**config.mk**
```make
export PLATFORM = sky130hd
export DESIGN_NAME = bitserial_addf_accum
export DESIGN_NICKNAME = d
export VERILOG_FILES = /design/src/rtl/bitserial_addf_accum.sv
export SDC_FILE = /design/constraint.sdc
export NUM_CORES = 1
export LEC_CHECK = 0
export CAP_MARGIN = 25
export CORE_ASPECT_RATIO = 1.5
export CORE_UTILIZATION = 47
export DETAILED_ROUTE_END_ITERATION = 8
export PLACE_DENSITY = 0.74
export SLEW_MARGIN = 20
export SYNTH_ARGS = -nofsm -noshare
export SYNTH_HDL_FRONTEND = slang
export SYNTH_SLANG_ARGS = --single-unit
```
**constraint.sdc**
```tcl
create_clock -name CLK -period 1.4 [get_ports CLK]
set_input_delay 0.28 -clock CLK [delete_from_list [all_inputs] [get_ports CLK]]
set_output_delay 0.28 -clock CLK [all_outputs]
set_load 0.03 [all_outputs]
```
**src/rtl/bitserial_addf_accum.sv**
```systemverilog
// bitserial_addf_accum
// Bit-serial adder built around a single full-adder cell. Each RUN cycle it
// adds one LSB-first bit pair plus the registered carry. The result is
// collected in a shift register and published on S/CO only at completion.
module bitserial_addf_accum #(
  parameter int WIDTH = 8
) (
  input  logic             CLK,
  input  logic             RST,
  input  logic             START,
  input  logic [WIDTH-1:0] A,
  input  logic [WIDTH-1:0] B,
  input  logic             CI,
  output logic             BUSY,
  output logic             DONE,
  output logic [WIDTH-1:0] S,
  output logic             CO
);

  localparam int CW = (WIDTH > 1) ? $clog2(WIDTH) : 1;
  localparam logic [CW-1:0] LAST_BIT = CW'(WIDTH - 1);

  typedef enum logic [1:0] {
    ST_IDLE = 2'd0,
    ST_RUN  = 2'd1,
    ST_DONE = 2'd2
  } state_t;

  state_t state_reg, state_next;

  logic [WIDTH-1:0] sa_reg, sb_reg, r_reg, s_reg;
  logic             c_reg, co_reg;
  logic [CW-1:0]    cnt_reg;

  logic             fa_sum, fa_carry;
  logic             last_bit;
  logic [WIDTH-1:0] sa_shift, sb_shift, r_shift;

  // The full-adder cell: current operand LSBs plus the carry flop
  assign fa_sum   = sa_reg[0] ^ sb_reg[0] ^ c_reg;
  assign fa_carry = (sa_reg[0] & sb_reg[0]) | (sa_reg[0] & c_reg) | (sb_reg[0] & c_reg);

  assign last_bit = (cnt_reg == LAST_BIT);

  // Operands shift right with zero fill; the result shifts right with the
  // new sum bit entering at the top, so the LSB ends up at bit 0.
  genvar gi;
  generate
    for (gi = 0; gi < WIDTH - 1; gi++) begin : g_shift
      assign sa_shift[gi] = sa_reg[gi+1];
      assign sb_shift[gi] = sb_reg[gi+1];
      assign r_shift[gi]  = r_reg[gi+1];
    end
  endgenerate

  assign sa_shift[WIDTH-1] = 1'b0;
  assign sb_shift[WIDTH-1] = 1'b0;
  assign r_shift[WIDTH-1]  = fa_sum;

  // Next-state decode; illegal encodings fall back to IDLE
  always_comb begin
    state_next = ST_IDLE;
    case (state_reg)
      ST_IDLE: state_next = START ? ST_RUN : ST_IDLE;
      ST_RUN:  state_next = last_bit ? ST_DONE : ST_RUN;
      ST_DONE: state_next = ST_IDLE;
      default: state_next = ST_IDLE;
    endcase
  end

  // State register
  always_ff @(posedge CLK or posedge RST) begin
    if (RST) begin
      state_reg <= ST_IDLE;
    end else begin
      state_reg <= state_next;
    end
  end

  // Datapath: capture operands on acceptance, shift while running, and
  // publish the result only on the edge that enters DONE.
  always_ff @(posedge CLK or posedge RST) begin
    if (RST) begin
      sa_reg  <= '0;
      sb_reg  <= '0;
      r_reg   <= '0;
      c_reg   <= 1'b0;
      cnt_reg <= '0;
      s_reg   <= '0;
      co_reg  <= 1'b0;
    end else begin
      case (state_reg)
        ST_IDLE: begin
          if (START) begin
            sa_reg  <= A;
            sb_reg  <= B;
            c_reg   <= CI;
            cnt_reg <= '0;
          end
        end
        ST_RUN: begin
          sa_reg  <= sa_shift;
          sb_reg  <= sb_shift;
          r_reg   <= r_shift;
          c_reg   <= fa_carry;
          cnt_reg <= cnt_reg + CW'(1);
          if (last_bit) begin
            s_reg  <= r_shift;
            co_reg <= fa_carry;
          end
        end
        default: begin
        end
      endcase
    end
  end

  assign BUSY = (state_reg == ST_RUN);
  assign DONE = (state_reg == ST_DONE);
  assign S    = s_reg;
  assign CO   = co_reg;

endmodule

```
==> results.md <==
* Clock transition at the registers of the reported paths at 0.07 ns
* Util after Layout at 68.3%
* TritonRoute pass-1 iters at 2
* Via count at 1263
* Worst Reg-to-Reg Cells at 6
* Vias/cell at 5.42
* DRC viols at 0
* Worst Hold Class: input port to asynchronous set/reset pin
* Failing checks: negative setup slack
* MaxCap Viol Count at 0
* Worst EP required at 1.57 ns
* Synth Instances at 143
* Clock sinks at 38
* Initial antenna violation count at 0
* Yosys reg bits at 38
* Clock Path Buffers at 2
* Synth top area share at 51.7%
* Root Buffer: clkbuf_8
* Async set-reset flop share out of synthesis at 100%
* Starting Density at 49.5%
* Post-route antenna net violation count at 0
* Final-report hold violation count at 0
* Cell Pwr Density at 2230 nW/um2
* Area Overhead vs Synth at 37.9%
* Yosys cell types at 24
* Most numerous cell in the Yosys netlist: dfrtp_1
* Mapped cell area at 1840 um2
* Hpwl dp at 2380 um
* F_max at 639 MHz
* Die area at 4180 um2
* GRT overflow at 0
* Crit path DAT at 1.73 ns
* Tot GR Track Use at 20.7%
* Final WL at 3700 um
* Seq/Total Area, Yosys at 51.7%
* Routed wire per std cell at 15.9 um
* Worst Path Max Fanout at 5
* Synthesized area per cell at 12.9 um2
* Slack of the critical path at -0.164 ns
* CP Class: register to register
* Largest net degree at the start of global routing at 39
* Relative max-transition margin at 68.7%
* Ratio of cells with drive above 1 in the final layout at 37.9%
* Initial DRC Count at 13
* Setup Skew at 0.00775 ns
* Die H at 78.6 um
* Tcrit/Tclk final at 112%
* Measured slew at the worst slew-check pin at 0.462 ns
* Static Leakage at 0.00114 uW
* Syn. warnings at 0
* Horiz. Die Dim at 53.1 um
* Ys flop type: dfrtp_1
* Number of H-tree branching levels at 2
* Number of nets in the layout at 212
* Top cells by area, synth: dfrtp_1 52%, a221oi_2 11%, mux2_1 8.0%, nor4b_1 7.1%, inv_1 3.5%
* Clk_lat worst skew at 0.29 ns
* FP Rows at 27
* IO buf count at 30
* Most frequent cells after synthesis: 38 x dfrtp_1, 17 x inv_1, 15 x nor4b_1, 14 x a221oi_2, 13 x mux2_1
* Hold-fix buffers at CTS at 0
* Unrepaired setup endpoints after global routing: yes
* Max-slew violation count at 0
* CP startpoint kind: register
* Cts bufs inserted at 5
* Crit. End Element: register
* CORE AREA at 3720 um2
* Final Wtd Congestion at 0.724
* Worst IR drop on VDD at 1.39 mV
* Synth Net Count at 166
* First-pass GRT wire length at 6270 um
* Final setup TNS at -0.993 ns
* Final setup fails at 10
* Tmin final at 1.56 ns
* IO Pins at 31
* Area leader, netlist: dfrtp_1
* CTS tree: yes
* Number of global-route vias before repair at 1353
* Post-synth EDFFs at 0
* Antenna diodes at 0
* Status: complete, but fails checks
## power breakdown
group | internal [uW] | total (uW) | switching (uW)
logic | 1460 | 2790 | 1330
clock network | 524 | 909 | 385
registers | 1640 | 1970 | 332
total | 3620 | 5670 | 2050
## critical path: stages, from the launching register on
cell      delay, ns
dfrtp_1        0.40
ha_2           0.20
ha_4           0.16
nand3b_1       0.14
buf_6          0.13
buf_12         0.11
mux2_4         0.30
## stage by stage
stage	setup WS [ns]	hold slack, ns	instances	cell area, um2	total power (uW)
after floorplan	0.00353	0.420	143	1850	3740
after global placement	-0.113	0.474	218	2280	4400
after detailed placement	-0.176	0.481	218	2280	4540
after CTS	-0.159	0.344	231	2480	5530
after global routing	-0.227	0.366	233	2540	6050
final	-0.164	0.341	233	2540	5670
## cell families after synthesis
family | count (synthesis) | share of synthesized area (%)
AOI/OAI and AO/OA | 21 | 14.4
muxes | 17 | 11.0
adders and majority gates | 3 | 2.45
DFF | 38 | 51.7
buffers and inverters | 31 | 8.09
and+or+nand+nor | 33 | 12.4
## layout by cell type (no fill, tap or decap), drive strengths merged, types with 2 or more instances in the layout
master / instances
clkdlybuf4s50: 19
ha: 2
inv: 18
a22o: 4
nor4b: 15
nor3b: 2
nand2b: 2
nor2b: 2
dfrtp: 38
clkbuf: 5
a221oi: 14
nor2: 11
dlygate4sd2: 9
mux2: 17
clkinv: 2
buf: 24
## routing by layer
metal  track usage (%)  wire length (um)
met5                 0                 0
met3              4.84               126
met4              7.63                42
met1              24.3              1520
met2              35.3              2010
## worst paths after layout
check                           start      endpoint  slack [ns]
setup reg to reg           cnt_reg[1]          S[5]       -0.16
max in group asynchronous         RST  state_reg[0]        0.86
hold / removal                    RST          S[4]        0.34
setup / recovery           cnt_reg[1]          S[5]       -0.16
hold reg to reg             sa_reg[7]     sa_reg[7]        0.50
min in group CLK            sa_reg[7]     sa_reg[7]        0.50
## area by class of cell
class | count | area (um2)
multi-input combinational | 74 | 832
clock inverter | 3 | 40.0
tap | 43 | 53.8
clock buffer | 5 | 68.8
timing repair buffer | 52 | 522
fill | 293 | 1180
sequential | 38 | 953
inverter | 18 | 67.6
## what timing repair did
action,in CTS,in global routing
gates cloned,1,0
endpoints found under the setup margin,20,14
pin swaps,0,1
setup buffers,4,3
resized for setup,22,14
(Power assumes the default switching activity.)
